[src/rtl/dp_ram_pkg.sv]
// Shared types and helpers for the byte-enabled dual-port RAM.
// byte_merge is sized for the widest supported word; callers cast to their own width.
package dp_ram_pkg;

  typedef enum logic {ST_CLEAR, ST_READY} dp_ram_state_t;

  localparam int MAX_DATA_W = 256;
  localparam int MAX_BE_W   = MAX_DATA_W / 8;

  function automatic logic [MAX_DATA_W-1:0] byte_merge(
    input logic [MAX_DATA_W-1:0] old_w,
    input logic [MAX_DATA_W-1:0] new_w,
    input logic [MAX_BE_W-1:0]   be
  );
    logic [MAX_DATA_W-1:0] res;
    res = old_w;
    for (int k = 0; k < MAX_BE_W; k++) begin
      if (be[k]) res[8*k +: 8] = new_w[8*k +: 8];
    end
    return res;
  endfunction

endpackage

[src/rtl/dp_ram_clear_ctrl.sv]
// Clear sequencer: zero-fills (INIT_VALUE-fills) the array after reset or on request
// and arbitrates the single array write port between the sequencer and the user.
module dp_ram_clear_ctrl
  import dp_ram_pkg::*;
#(
  parameter int                    DATA_WIDTH = 32,
  parameter int                    ADDR_WIDTH = 3,
  parameter logic [DATA_WIDTH-1:0] INIT_VALUE = '0
) (
  input  logic                    clk,
  input  logic                    rst_n,
  input  logic                    clear_req,
  input  logic                    user_we,
  input  logic [ADDR_WIDTH-1:0]   user_addr,
  input  logic [DATA_WIDTH/8-1:0] user_be,
  input  logic [DATA_WIDTH-1:0]   user_wdata,
  output logic                    mem_we,
  output logic [ADDR_WIDTH-1:0]   mem_addr,
  output logic [DATA_WIDTH/8-1:0] mem_be,
  output logic [DATA_WIDTH-1:0]   mem_wdata,
  output logic                    busy
);

  dp_ram_state_t         state_q, state_d;
  logic [ADDR_WIDTH-1:0] cnt_q, cnt_d;

  always_ff @(posedge clk or negedge rst_n) begin
    if (!rst_n) begin
      state_q <= ST_CLEAR;
      cnt_q   <= '0;
    end else begin
      state_q <= state_d;
      cnt_q   <= cnt_d;
    end
  end

  always_comb begin
    state_d   = state_q;
    cnt_d     = cnt_q;
    mem_we    = 1'b0;
    mem_addr  = user_addr;
    mem_be    = user_be;
    mem_wdata = user_wdata;
    case (state_q)
      ST_CLEAR: begin
        mem_we    = 1'b1;
        mem_addr  = cnt_q;
        mem_be    = '1;
        mem_wdata = INIT_VALUE;
        if (cnt_q == '1) begin
          state_d = ST_READY;
          cnt_d   = '0;
        end else begin
          cnt_d = cnt_q + 1'b1;
        end
      end
      ST_READY: begin
        // A clear request in the same cycle as a user write drops the write.
        if (clear_req) begin
          state_d = ST_CLEAR;
          cnt_d   = '0;
        end else if (user_we) begin
          mem_we = 1'b1;
        end
      end
      default: state_d = ST_CLEAR;
    endcase
  end

  assign busy = (state_q == ST_CLEAR);

endmodule

[src/rtl/dual_port_ram_be.sv]
// Simple dual-port RAM with per-byte write enables, write-first bypass,
// a 1- or 2-stage registered read path with valid, and a hardware clear sequencer.
module dual_port_ram_be
  import dp_ram_pkg::*;
#(
  parameter int                    DATA_WIDTH   = 32,
  parameter int                    ADDR_WIDTH   = 3,
  parameter int                    READ_LATENCY = 1,
  parameter logic [DATA_WIDTH-1:0] INIT_VALUE   = '0
) (
  input  logic                    clk,
  input  logic                    rst_n,
  input  logic [DATA_WIDTH-1:0]   data_i,
  input  logic [DATA_WIDTH/8-1:0] byte_en_i,
  input  logic                    write_en_i,
  input  logic [ADDR_WIDTH-1:0]   write_addr_i,
  input  logic                    read_en_i,
  input  logic [ADDR_WIDTH-1:0]   read_addr_i,
  input  logic                    clear_i,
  output logic [DATA_WIDTH-1:0]   data_o,
  output logic                    data_valid_o,
  output logic                    busy_o
);

  localparam int BE_W     = DATA_WIDTH / 8;
  localparam int MEM_SIZE = 2 ** ADDR_WIDTH;

  function automatic logic [DATA_WIDTH-1:0] merge_word(
    input logic [DATA_WIDTH-1:0] old_w,
    input logic [DATA_WIDTH-1:0] new_w,
    input logic [BE_W-1:0]       be
  );
    return DATA_WIDTH'(byte_merge(MAX_DATA_W'(old_w), MAX_DATA_W'(new_w), MAX_BE_W'(be)));
  endfunction

  logic                  busy;
  logic                  mem_we;
  logic [ADDR_WIDTH-1:0] mem_addr;
  logic [BE_W-1:0]       mem_be;
  logic [DATA_WIDTH-1:0] mem_wdata;

  logic [DATA_WIDTH-1:0] mem [MEM_SIZE];

  dp_ram_clear_ctrl #(
    .DATA_WIDTH (DATA_WIDTH),
    .ADDR_WIDTH (ADDR_WIDTH),
    .INIT_VALUE (INIT_VALUE)
  ) u_clear_ctrl (
    .clk        (clk),
    .rst_n      (rst_n),
    .clear_req  (clear_i),
    .user_we    (write_en_i),
    .user_addr  (write_addr_i),
    .user_be    (byte_en_i),
    .user_wdata (data_i),
    .mem_we     (mem_we),
    .mem_addr   (mem_addr),
    .mem_be     (mem_be),
    .mem_wdata  (mem_wdata),
    .busy       (busy)
  );

  assign busy_o = busy;

  always_ff @(posedge clk) begin
    if (mem_we) mem[mem_addr] <= merge_word(mem[mem_addr], mem_wdata, mem_be);
  end

  // Stage p0: read accept and write-first bypass against an accepted user write
  logic                  rd_acc_p0;
  logic                  bypass_p0;
  logic [DATA_WIDTH-1:0] rd_word_p0;

  assign rd_acc_p0  = read_en_i && !busy;
  assign bypass_p0  = mem_we && !busy && (write_addr_i == read_addr_i);
  assign rd_word_p0 = bypass_p0 ? merge_word(mem[read_addr_i], data_i, byte_en_i)
                                : mem[read_addr_i];

  // Stage p1: registered read data
  logic                  vld_p1;
  logic [DATA_WIDTH-1:0] data_p1;

  always_ff @(posedge clk or negedge rst_n) begin
    if (!rst_n) begin
      vld_p1  <= 1'b0;
      data_p1 <= '0;
    end else begin
      vld_p1 <= rd_acc_p0;
      if (rd_acc_p0) data_p1 <= rd_word_p0;
    end
  end

  generate
    if (READ_LATENCY == 2) begin : g_lat2
      // Stage p2: plain output register
      logic                  vld_p2;
      logic [DATA_WIDTH-1:0] data_p2;

      always_ff @(posedge clk or negedge rst_n) begin
        if (!rst_n) begin
          vld_p2  <= 1'b0;
          data_p2 <= '0;
        end else begin
          vld_p2 <= vld_p1;
          if (vld_p1) data_p2 <= data_p1;
        end
      end

      assign data_o       = data_p2;
      assign data_valid_o = vld_p2;
    end else begin : g_lat1
      assign data_o       = data_p1;
      assign data_valid_o = vld_p1;
    end
  endgenerate

endmodule
[config.mk]
export PLATFORM = sky130hd
export DESIGN_NAME = dual_port_ram_be
export DESIGN_NICKNAME = d
export VERILOG_FILES = /design/src/rtl/dp_ram_pkg.sv /design/src/rtl/dp_ram_clear_ctrl.sv /design/src/rtl/dual_port_ram_be.sv
export SDC_FILE = /design/constraint.sdc
export NUM_CORES = 1
export LEC_CHECK = 0
export ABC_AREA = 1
export CAP_MARGIN = 20
export CORE_MARGIN = 10
export CORE_UTILIZATION = 35
export CTS_CLUSTER_DIAMETER = 30
export DETAILED_ROUTE_END_ITERATION = 7
export PLACE_DENSITY_LB_ADDON = 0.15
export SLEW_MARGIN = 20
export SYNTH_ARGS = -nofsm -noshare
export SYNTH_HDL_FRONTEND = slang
export SYNTH_SLANG_ARGS = --single-unit
[constraint.sdc]
create_clock -name clk -period 2.9 [get_ports clk]
set_clock_uncertainty 0.2 [all_clocks]
set_input_delay 0.725 -clock clk [delete_from_list [all_inputs] [get_ports clk]]
set_output_delay 0.725 -clock clk [all_outputs]
set_load 0.02 [all_outputs]
**Word level (Yosys, flattened, before mapping)**

Memories as Yosys holds them, arrays and structs flattened.
Cells that the tools add are included.

- Add/sub/neg operators: 1
- Equal/unequal tests: 7
- Mux-type cells: 27
- Bitwise logic cells: 1
- Reductions and logical operators: 7

Operators by type and width:

| kind | count |
|---|---|
| 8-bit 2-to-1 mux | 12 |
| 32-bit 2-to-1 mux | 2 |
| 2-bit != test (second input constant) | 5 |
| 3-bit 2-to-1 mux | 3 |
| 2-bit AND reduction | 4 |
| 1-bit 2-to-1 mux | 6 |
| 3-bit one-hot mux with 2 select lines | 1 |
| 4-bit 2-to-1 mux | 1 |
| 1-bit one-hot mux with 2 select lines | 2 |
| 3-bit by 1-bit adder with 3-bit output (second input constant) | 1 |
| 3-bit equality test | 1 |
| 3-bit equality test (second input constant) | 1 |
| 1-bit logical AND | 3 |
| 1-bit inverter | 1 |

- Register bits after elaboration: 37
- Bits in writable memories: 256
- Input port bits: 47
- Output and inout port bits: 34
- Logic and storage cells: 48
- Memories: 1

Memories:

| name | words | width | rd ports | clocked after Yosys merged registers in | write ports | line | source |
|---|---|---|---|---|---|---|---|
| mem | 8 | 32 | 1 | 0 | 1 | dual_port_ram_be.sv:42 | `logic [DATA_WIDTH-1:0] mem [MEM_SIZE];` |

**Longest topological paths before layout**

Gate-level depths: netlist of run 1.

- Depth in word-level cells: 6
- Mapped depth: 10
- Mapped depth without buffers: 8

**By module**

From an unflattened synthesis of run 1, not the netlist that was laid out.

- Cells, all modules: 1181
- Area total of the unflattened synthesis: 12663.4 um2

Modules (own cells, without submodules):

| module | times used | cells an instance | area an instance (um2) |
|---|---|---|---|
| dual_port_ram_be | 1 | 1077 | 12110.4 |
| dp_ram_clear_ctrl | 1 | 104 | 553.0 |

**Least setup slack after synthesis of run 1**

No wires, ideal clock.

- Path type: in2reg
- Start: input write_addr_i[2]
- End: memory mem[1][0], enable pin
- Setup time: 0.370 ns
- Arrival: 1.624 ns
- Data required time: 2.330 ns
- Path slack: 0.705 ns
- Stages on the path: 7
- Buffers on the path: 0
- Path through: inv_1 > nand2_1 > o21ai_0 > inv_1 > nor2_1 > nand2_1 > nor2_1

- Word-level cells in the longest chain between the ends: 1

Ends and longest elaborated chain:

| item | line | source |
|---|---|---|
| start, declared | dual_port_ram_be.sv:16 | `input logic [ADDR_WIDTH-1:0] write_addr_i,` |
| 3-bit 2-to-1 mux | dp_ram_clear_ctrl.sv:44 | `case (state_q)` |
| end, declared | dual_port_ram_be.sv:42 |  |

Every way passes these cells.

**Final worst setup path of run 1**

- Start: register u_clear_ctrl.state_q
- End: output busy_o

- Word-level cells in the longest chain between the ends: 1

Ends and longest elaborated chain:

| item | line | source |
|---|---|---|
| start, declared | dp_ram_clear_ctrl.sv:24 | `dp_ram_state_t state_q, state_d;` |
| start signal, assigned | dp_ram_clear_ctrl.sv:32 | `state_q <= state_d;` |
| 1-bit inverter | dp_ram_clear_ctrl.sv:70 | `assign busy = (state_q == ST_CLEAR);` |
| end, declared | dual_port_ram_be.sv:22 | `output logic busy_o` |

Every way passes these cells.

==> flow_summary.json, run 1 <==
{
  "run_status": "complete, no violations",
  "rows": 69,
  "min_period_over_period": 0.868,
  "p_leak_nw": 6.96,
  "start_kind": "flip-flop",
  "powerDensity_mw_per_mm2": 1180,
  "tightestPinTransition_ns": 0.851,
  "synthSimpleGateAreaFrac": 0.253,
  "synth_edf_count": 256,
  "io_pins": 81,
  "arrival_ns": 1.59,
  "cts_tree": "yes",
  "dp_slack_ns": -0.117,
  "clkSlewWorstSetupHoldPaths_ns": 0.05,
  "finalSetupViolations": 0,
  "fin_hold_ws_ns": 0.273,
  "critPathRequiredTime_ns": 1.98,
  "drc": 0,
  "nNetsFinal": 1388,
  "htreeDepth": 3,
  "layout.cells.non_filler": 1858,
  "rsz0062_at_grt": "false",
  "via_per_inst": 4.77,
  "initial_utilization": 0.355,
  "synth_nets": 1243,
  "avgSynthCellArea_um2": 10.6,
  "clockBufferDepth": 3,
  "finalWeightedCongestion": 0.769,
  "synth-compound-area-share": 0.00377,
  "hold_viol_final": 0,
  "die_width_um": 210,
  "diodes": 0,
  "yosysUniqueCellTypes": 22,
  "yosysMostFrequentCell": "nand2_1",
  "ir_drop_mv": 0.536,
  "endpoint_kind": "output pin",
  "synth_top_family_by_area": "simple AND/OR/NAND/NOR gates",
  "grt_max_degree": 129,
  "track_usage": 0.159,
  "whs_path_depth": 2,
  "synth.area.top_cells": "edfxtp_1 (61%), nand2_1 (12%), nand3_1 (10%)",
  "ant_nets": 0,
  "synth_fa_ha_area_frac": 0.00198,
  "synth_cells": 1194,
  "coreArea_mm2": 0.0356,
  "clk_latency_ns": 0.57,
  "die-area_mm2": 0.0440,
  "hold_path_class": "reg2reg",
  "synthXorXnorAreaFrac": 0,
  "drtIter0Drc": 483,
  "layout-drive-gt1-share": 0.135,
  "clock-sinks": 293,
  "ys_warn_count": 0,
  "gr-total-overflow": 0,
  "cts_buffers": 71,
  "place_area_mm2": 0.0142,
  "drtPass1Iterations": 5,
  "synthTopCellsByCount": "nand2_1 (387), edfxtp_1 (256), nand3_1 (253)",
  "antenna_found_initial": 0,
  "async_flop_share": 0.126,
  "dp.final_hpwl_mm": 22.9,
  "finalInstanceArea_mm2": 0.0165,
  "drt_wl_total_mm": 34.9,
  "crit_fanout": 13,
  "fmax_mhz": 397,
  "die_h_um": 210,
  "routed-via-count": 8867,
  "maxSlewHeadroom": 0.433,
  "period_needed_ns": 2.52,
  "total_power_w": 0.0196,
  "ys.flop_type": "edfxtp_1",
  "clockRootBuffer": "clkbuf_16",
  "reg2reg_depth": 8,
  "muxShareOfSynthArea": 0,
  "synth_area_mm2": 0.0126,
  "cap_violations": 0,
  "crit_type": "reg2out",
  "placed_cells": 1726,
  "drv_slew": 0,
  "synth-seq-cells": 293,
  "yosys.area.top_type": "edfxtp_1",
  "grt_pass1_wl_mm": 54.2,
  "grt_pass1_vias": 8974,
  "io_buffers": 80,
  "wl_per_cell_um": 18.8,
  "ys_seq_area_frac": 0.683,
  "synthToLayoutAreaGrowth_pct": 31.2,
  "layout_setup_ws_ns": 0.383,
  "synth_top_area_share": 0.609
}
[stage by stage]
step,TNS (ns),utilization
after floorplan,0,-
after global placement,-22.90,0.398
after detailed placement,-22.74,0.398
after CTS,0,0.465
after global routing,0,0.465
final,0,0.465
[sequential cells by signal (all words and copies together) (netlist names)]
register and flops:
u_clear_ctrl.cnt_q 3, u_clear_ctrl.state_q 1, data_o 32, mem 256, data_valid_o 1
[final cells by class]
cell class	count	area, um^2
Fill cell	3337	19000
Tap cell	461	577
Multi-Input combinational cell	730	3270
Inverter	101	382
Sequential cell	293	8610
Clock inverter	44	524
Timing Repair Buffer	142	1330
Clock buffer	87	1860
[logic make-up (layout without fill, tap and decap cells)]
logic type,count (synthesis),count (layout)
flops,293,293
fa+ha+maj,2,2
buf+inv,171,374
compound gates,9,9
simple gates,719,719
[report_power, final]
group | total, W | internal, W | leakage [nW] | switching, W
logic | 0.00450 | 0.00149 | 2.94 | 0.00301
clock network | 0.00775 | 0.00523 | 1.15 | 0.00251
registers | 0.00737 | 0.00688 | 2.88 | 0.000486
total | 0.0196 | 0.0136 | 6.96 | 0.00601
[worst max-delay path, cell delays in order (launching register included)]
cell            delay [ns]
dfrtp_2               0.52
clkinv_2              0.24
dlymetal6s2s_1        0.27
[cells in the final DEF (no fill, tap or decap), drive strengths merged]
cell type,synthesis,final
nor2,40,40
clkbuf,10,87
bufinv,0,7
edfxtp,256,256
buf,60,65
clkinv,1,25
inv,100,108
dlymetal6s2s,0,1
clkdlybuf4s50,0,75
nand3,258,258
dlygate4sd3,0,1
ha,2,2
o31ai,1,1
nand2,389,389
dfrtp,37,37
clkinvlp,0,5
a21oi,5,5
o21ai,3,3
nand4,32,32
[metal layers]
| metal | global-route usage | vias to the layer above | routed length (um) |
|---|---|---|---|
| li1 | - | 4371 | - |
| met1 | 0.218 | 4187 | 16600 |
| met2 | 0.244 | 251 | 15900 |
| met3 | 0.0337 | 58 | 1710 |
| met4 | 0.0538 | 0 | 797 |
| met5 | 0 | - | 0 |
[worst paths after layout]
| check | end | start | slack [ns] |
|---|---|---|---|
| min in group asynchronous | data_o[0] | rst_n | 0.38 |
| max | busy_o | u_clear_ctrl.state_q | 0.38 |
| max reg2reg | mem[0][30] | u_clear_ctrl.state_q | 0.41 |
| min reg2reg | data_o[12] | data_o[12] | 0.27 |
| min | data_o[12] | data_o[12] | 0.27 |
| max in group asynchronous | data_o[16] | rst_n | 1.56 |
[what timing repair did]
action | 4_1_cts | 5_1_grt
buffers inserted | 0 | 0
endpoints found under the setup margin | 1 | 1
endpoints found under the hold margin | 10 | 0
resized for setup | 1 | 1
hold buffers | 1 | 0
Power figures use the tool's default switching activity.
==> run 2, diff against run 1 <==
--- a/config.mk
+++ b/config.mk
@@ -5,7 +5,7 @@
 export SDC_FILE = /design/constraint.sdc
 export NUM_CORES = 1
 export LEC_CHECK = 0
-export ABC_AREA = 1
+export ABC_CLOCK_PERIOD_IN_PS = 2300
 export CAP_MARGIN = 20
 export CORE_MARGIN = 10
 export CORE_UTILIZATION = 35
==> constraint.sdc (replaced) <==
create_clock -name clk -period 2.3 [get_ports clk]
set_clock_uncertainty 0.2 [all_clocks]
set_input_delay 0.575 -clock clk [delete_from_list [all_inputs] [get_ports clk]]
set_output_delay 0.575 -clock clk [all_outputs]
set_load 0.02 [all_outputs]
==> flow_summary.json, run 2 <==
{
  "gr-total-overflow": 0,
  "fmax_mhz": 449,
  "cpMaxStageDelayCell": "dfrtp_2",
  "fillers": 2876,
  "synthTopCellsByCount": "edfxtp_1 (256), mux4_2 (64), nand2_1 (42)",
  "avgSynthCellArea_um2": 19.0,
  "ys.flop_type": "edfxtp_1",
  "switching_share": 0.290,
  "clkSlewWorstSetupHoldPaths_ns": 0.05,
  "yosysMostFrequentCell": "edfxtp_1",
  "maxSlewHeadroom": 0.386,
  "synth_top_area_share": 0.647,
  "track_usage": 0.136,
  "synth_edf_count": 256,
  "clockBufferDepth": 3,
  "diodes": 0,
  "drt_wl_total_mm": 27.7,
  "drv_slew": 0,
  "crit_fanout": 6,
  "grt_pass1_wl_mm": 42.9,
  "final_cell_mix": "edfxtp_1 (256), clkbuf_16 (67), mux4_2 (64)",
  "endpoint_kind": "output pin",
  "dp.final_hpwl_mm": 18.0,
  "synth_area_mm2": 0.0119,
  "die-area_mm2": 0.0417,
  "die_h_um": 204,
  "regMostFlops": "mem",
  "grt_max_degree": 40,
  "clock-sinks": 293,
  "antenna_found_initial": 1,
  "via_per_inst": 4.83,
  "start_kind": "flip-flop",
  "period_needed_ns": 2.23,
  "cap_violations": 0,
  "largest_reg_flops": 256,
  "grt_pass1_vias": 7127,
  "hold_viol_final": 0,
  "ys_seq_area_frac": 0.725,
  "rows": 67,
  "clkPwrFrac": 0.399,
  "drc": 0,
  "synth.area.top_cells": "edfxtp_1 (65%), mux4_2 (12%), dfrtp_1 (7.8%)",
  "rsz0062_at_grt": "false",
  "synth_cells": 626,
  "wl_per_cell_um": 21.0,
  "p_int_w": 0.0163,
  "finalInstanceArea_mm2": 0.0160,
  "powerDensity_mw_per_mm2": 1440,
  "utilization": 0.477,
  "arrival_ns": 1.45,
  "ant_nets": 0,
  "layout-drive-gt1-share": 0.328,
  "yosysUniqueCellTypes": 31,
  "p_comb_frac": 0.219,
  "synth-seq-cells": 293,
  "synth_nets": 675,
  "clk_latency_ns": 0.56,
  "ys_warn_count": 0,
  "coreArea_mm2": 0.0335,
  "hold_path_class": "reg2reg",
  "p_leak_nw": 5.84,
  "seqPwrFrac": 0.382,
  "p_switching_w": 0.00667,
  "fin_hold_ws_ns": 0.272,
  "place_area_mm2": 0.0137,
  "nNetsFinal": 862,
  "min_period_over_period": 0.968,
  "post_cts_buffers": 0,
  "cts_tree": "yes",
  "finalSetupViolations": 0,
  "drtIter0Drc": 394,
  "multi_input_area_mm2": 0.00311,
  "htreeDepth": 3,
  "slowest_delay_ns": 0.45,
  "clockRootBuffer": "clkbuf_16",
  "die_width_um": 204,
  "crit_path_cell_trace": "clkinv_2, dlygate4sd2_1",
  "crit_type": "reg2out",
  "tightestPinTransition_ns": 0.918,
  "cts_buffers": 67,
  "io_buffers": 80,
  "finalWeightedCongestion": 0.751,
  "initial_utilization": 0.354,
  "run_status": "complete, no violations",
  "synthToLayoutAreaGrowth_pct": 34.5,
  "io_pins": 81,
  "drtPass1Iterations": 4,
  "final_common_cell": "edfxtp_1",
  "seq_area_mm2": 0.00861,
  "ir_drop_mv": 0.637,
  "critPathRequiredTime_ns": 1.52,
  "yosys.area.top_type": "edfxtp_1",
  "routed-via-count": 6351,
  "async_flop_share": 0.126
}
-- run 2: cell types whose count changed in the layout (fill, tap and decap cells not counted), moves of 33 or more --
cell     delta
mux2_2     +33
inv_1      -94
nand2_1   -346
nand3_1   -252
mux4_2     +64
-- run 2: worst max-delay path: cells and delay by family (launching register included) --
kind     cells  cell delay (ns)
buf+inv      2             0.45
flops        1             0.45
-- run 2: path summary, 6_finish.rpt --
kind                                 startpoint    endpoint  slack [ns]  cells past startpoint
max reg2reg                u_clear_ctrl.state_q   mem[3][9]        0.28                      5
max in group asynchronous                 rst_n   data_o[6]        0.96                      3
max                        u_clear_ctrl.state_q      busy_o        0.07                      2
min in group asynchronous                 rst_n  data_o[23]        0.31                      2
min reg2reg                          data_o[13]  data_o[13]        0.27                      2
min                                  data_o[13]  data_o[13]        0.27                      2
-- run 2: cell families (layout without fill, tap and decap cells) --
family	after synthesis	in the layout	synth area share
AO/OA/AOI/OAI	44	44	0.0206
XOR/XNOR	3	3	0.00537
adder cells (fa/ha/maj)	2	2	0.00211
buffers and inverters	34	276	0.0136
flip-flops	293	293	0.725
multiplexers	130	130	0.180
AND/OR/NAND/NOR	120	120	0.0528
-- run 2: what timing repair did --
action	4_1_cts	5_1_grt
setup endpoints to repair	30	12
gates resized for setup	31	5
endpoints found under the hold margin	13	0
hold buffers	1	0
pin swaps	0	0
-- run 2: cell type report --
class                           count  share of cell area
Timing Repair Buffer              148              0.0886
Multi-Input combinational cell    299               0.195
Clock inverter                     47              0.0337
Sequential cell                   293               0.539
Clock buffer                       77               0.108
Inverter                            4             0.00102
Tap cell                          448              0.0351
-- run 2: routing by layer --
layer / global-route usage / share of wire
met1: 0.170 / 0.43
met2: 0.225 / 0.50
met3: 0.0355 / 0.055
met4: 0.0503 / 0.022
met5: 0 / 0
-- run 2: metrics by stage --
step	total power, W	setup TNS [ns]	instances	setup slack [ns]
after floorplan	0.0116	0	626	0.0274
final	0.0230	0	1316	0.0729
after global placement	0.0140	-95.17	1191	-0.416
after CTS	0.0234	0	1316	0.000786
after detailed placement	0.0142	-95.20	1191	-0.457
after global routing	0.0242	0	1316	0.0225
-- run 2: power by group through the flow --
stage	clock (W)	sequential, W	combinational, W
after CTS	0.00937	0.00881	0.00518
after global placement	0	0.00875	0.00521
after global routing	0.00969	0.00896	0.00553
after floorplan	0	0.00900	0.00260
after detailed placement	0	0.00889	0.00531
final	0.00916	0.00879	0.00504
==> run 3, diff against run 2 <==
--- a/config.mk
+++ b/config.mk
@@ -11,6 +11,7 @@
 export CORE_UTILIZATION = 35
 export CTS_CLUSTER_DIAMETER = 30
 export DETAILED_ROUTE_END_ITERATION = 7
+export GPL_TIMING_DRIVEN = 0
 export PLACE_DENSITY_LB_ADDON = 0.15
 export SLEW_MARGIN = 20
 export SYNTH_ARGS = -nofsm -noshare
==> flow_summary.json, run 3 (synthesis results as in run 2) <==
{
  "drc": 0,
  "htreeDepth": 3,
  "slowest_delay_ns": 0.32,
  "critPathRequiredTime_ns": 2.34,
  "fmax_mhz": 441,
  "synthToLayoutAreaGrowth_pct": 40.5,
  "hold_path_class": "reg2reg",
  "min_period_over_period": 0.985,
  "layout-drive-gt1-share": 0.376,
  "die-area_mm2": 0.0417,
  "grt_pass1_vias": 7317,
  "grt_pass1_wl_mm": 45.6,
  "drtIter0Drc": 477,
  "antenna_found_initial": 0,
  "rows": 67,
  "tightestPinTransition_ns": 0.833,
  "dp.final_hpwl_mm": 18.8,
  "multi_input_area_mm2": 0.00344,
  "run_status": "complete, no violations",
  "nNetsFinal": 865,
  "p_leak_nw": 6.03,
  "finalSetupTns_ns": 0,
  "ant_nets": 0,
  "cts_tree": "yes",
  "clockRootBuffer": "clkbuf_16",
  "drv_slew": 0,
  "cp.buffers_inverters": 3,
  "crit_path_cell_trace": "buf_4, buf_2, a32o_1, nand2_1, nor2_4, buf_12",
  "cap_violations": 0,
  "final_cell_mix": "edfxtp_1 (256), clkbuf_16 (70), mux4_2 (64)",
  "start_kind": "flip-flop",
  "regMostFlops": "mem",
  "finalWeightedCongestion": 0.748,
  "via_per_inst": 4.98,
  "diodes": 0,
  "die_width_um": 204,
  "coreArea_mm2": 0.0335,
  "fin_hold_ws_ns": 0.276,
  "drt_wl_total_mm": 30.5,
  "crit_type": "reg2reg",
  "hold_viol_final": 0,
  "wl_per_cell_um": 23.2,
  "clock-sinks": 293,
  "arrival_ns": 2.31,
  "endpoint_kind": "flip-flop",
  "utilization": 0.498,
  "final_common_cell": "edfxtp_1",
  "drtPass1Iterations": 4,
  "routed-via-count": 6560,
  "placed_cells": 1153,
  "seq_area_mm2": 0.00861,
  "period_needed_ns": 2.27,
  "powerDensity_mw_per_mm2": 1500,
  "layout.cells.non_filler": 1317,
  "track_usage": 0.148,
  "clkSlewWorstSetupHoldPaths_ns": 0.05,
  "die_h_um": 204,
  "finalSetupViolations": 0,
  "initial_utilization": 0.354,
  "cpMaxStageDelayCell": "dfrtp_1",
  "io_pins": 81,
  "crit_fanout": 10,
  "clk_latency_ns": 0.55,
  "finalInstanceArea_mm2": 0.0167,
  "clockBufferDepth": 3,
  "gr-total-overflow": 0,
  "cp_top_family": "buffers and inverters",
  "ir_drop_mv": 0.598,
  "place_area_mm2": 0.0132,
  "cts_buffers": 67,
  "fillers": 2746,
  "maxSlewHeadroom": 0.445,
  "io_buffers": 78,
  "grt_max_degree": 22,
  "largest_reg_flops": 256
}
run 3: changes by cell type in the layout (fill, tap and decap cells not counted), moves of 12 or more:
cell and delta:
buf_12 +20, dlygate4sd2_1 -17, dlymetal6s2s_1 +12, buf_4 -42
nor2_1 -32, nor2_4 +32
run 3: power by group:
| part | switching (W) | leakage (nW) | internal [W] |
|---|---|---|---|
| clock | 0.00293 | 1.13 | 0.00675 |
| combinational | 0.00372 | 2.01 | 0.00284 |
| sequential | 0.000477 | 2.89 | 0.00828 |
run 3: final timing paths:
kind / start / end / slack [ns] / depth (start not counted)
worst max-delay path: u_clear_ctrl.state_q / mem[5][17] / 0.03 / 6
worst min-delay path: data_o[10] / data_o[10] / 0.28 / 2
worst max register to register: u_clear_ctrl.state_q / mem[5][17] / 0.03 / 6
worst min register to register: data_o[10] / data_o[10] / 0.28 / 2
max in group asynchronous: rst_n / data_o[10] / 1.02 / 3
min in group asynchronous: rst_n / data_o[23] / 0.33 / 2
run 3: area by class of cell:
cell class / count / area share
clock inverter: 41 / 0.0310
inverter: 4 / 0.00120
sequential: 293 / 0.516
multi-input combinational: 299 / 0.206
tap: 448 / 0.0336
timing repair buffer: 121 / 0.0909
buffer: 30 / 0.0118
clock buffer: 81 / 0.109
run 3: layer usage:
| metal | track usage | up-vias | part of all wire |
|---|---|---|---|
| met3 | 0.0341 | 57 | 0.053 |
| met1 | 0.183 | 3398 | 0.41 |
| met5 | 0 | - | 0 |
| met4 | 0.0571 | 0 | 0.023 |
| li1 | - | 2901 | - |
| met2 | 0.249 | 204 | 0.51 |
run 3: repair_timing:
| item | CTS | global route |
|---|---|---|
| hold buffers | 1 | 0 |
| buffers inserted | 29 | 12 |
| endpoints found under the hold margin | 16 | 0 |
| gates resized for setup | 113 | 27 |
| pin swaps | 24 | 10 |
| endpoints found under the setup margin | 461 | 287 |
run 3: stage by stage:
stage          worst slack (ns)  total power (W)
3_5_place_dp              -1.08           0.0138
4_1_cts                0.000934           0.0248
6_report                 0.0339           0.0250
5_1_grt                -0.00957           0.0261
3_3_place_gp              -1.06           0.0136
2_1_floorplan            0.0274           0.0116
run 3: worst reg2reg max path, delay by kind of cell (launching register included):
| family | cells | cell delay (ns) |
|---|---|---|
| AOI/OAI and AO/OA | 1 | 0.27 |
| buffers and inverters | 3 | 0.63 |
| DFF | 1 | 0.32 |
| and+or+nand+nor | 2 | 0.54 |
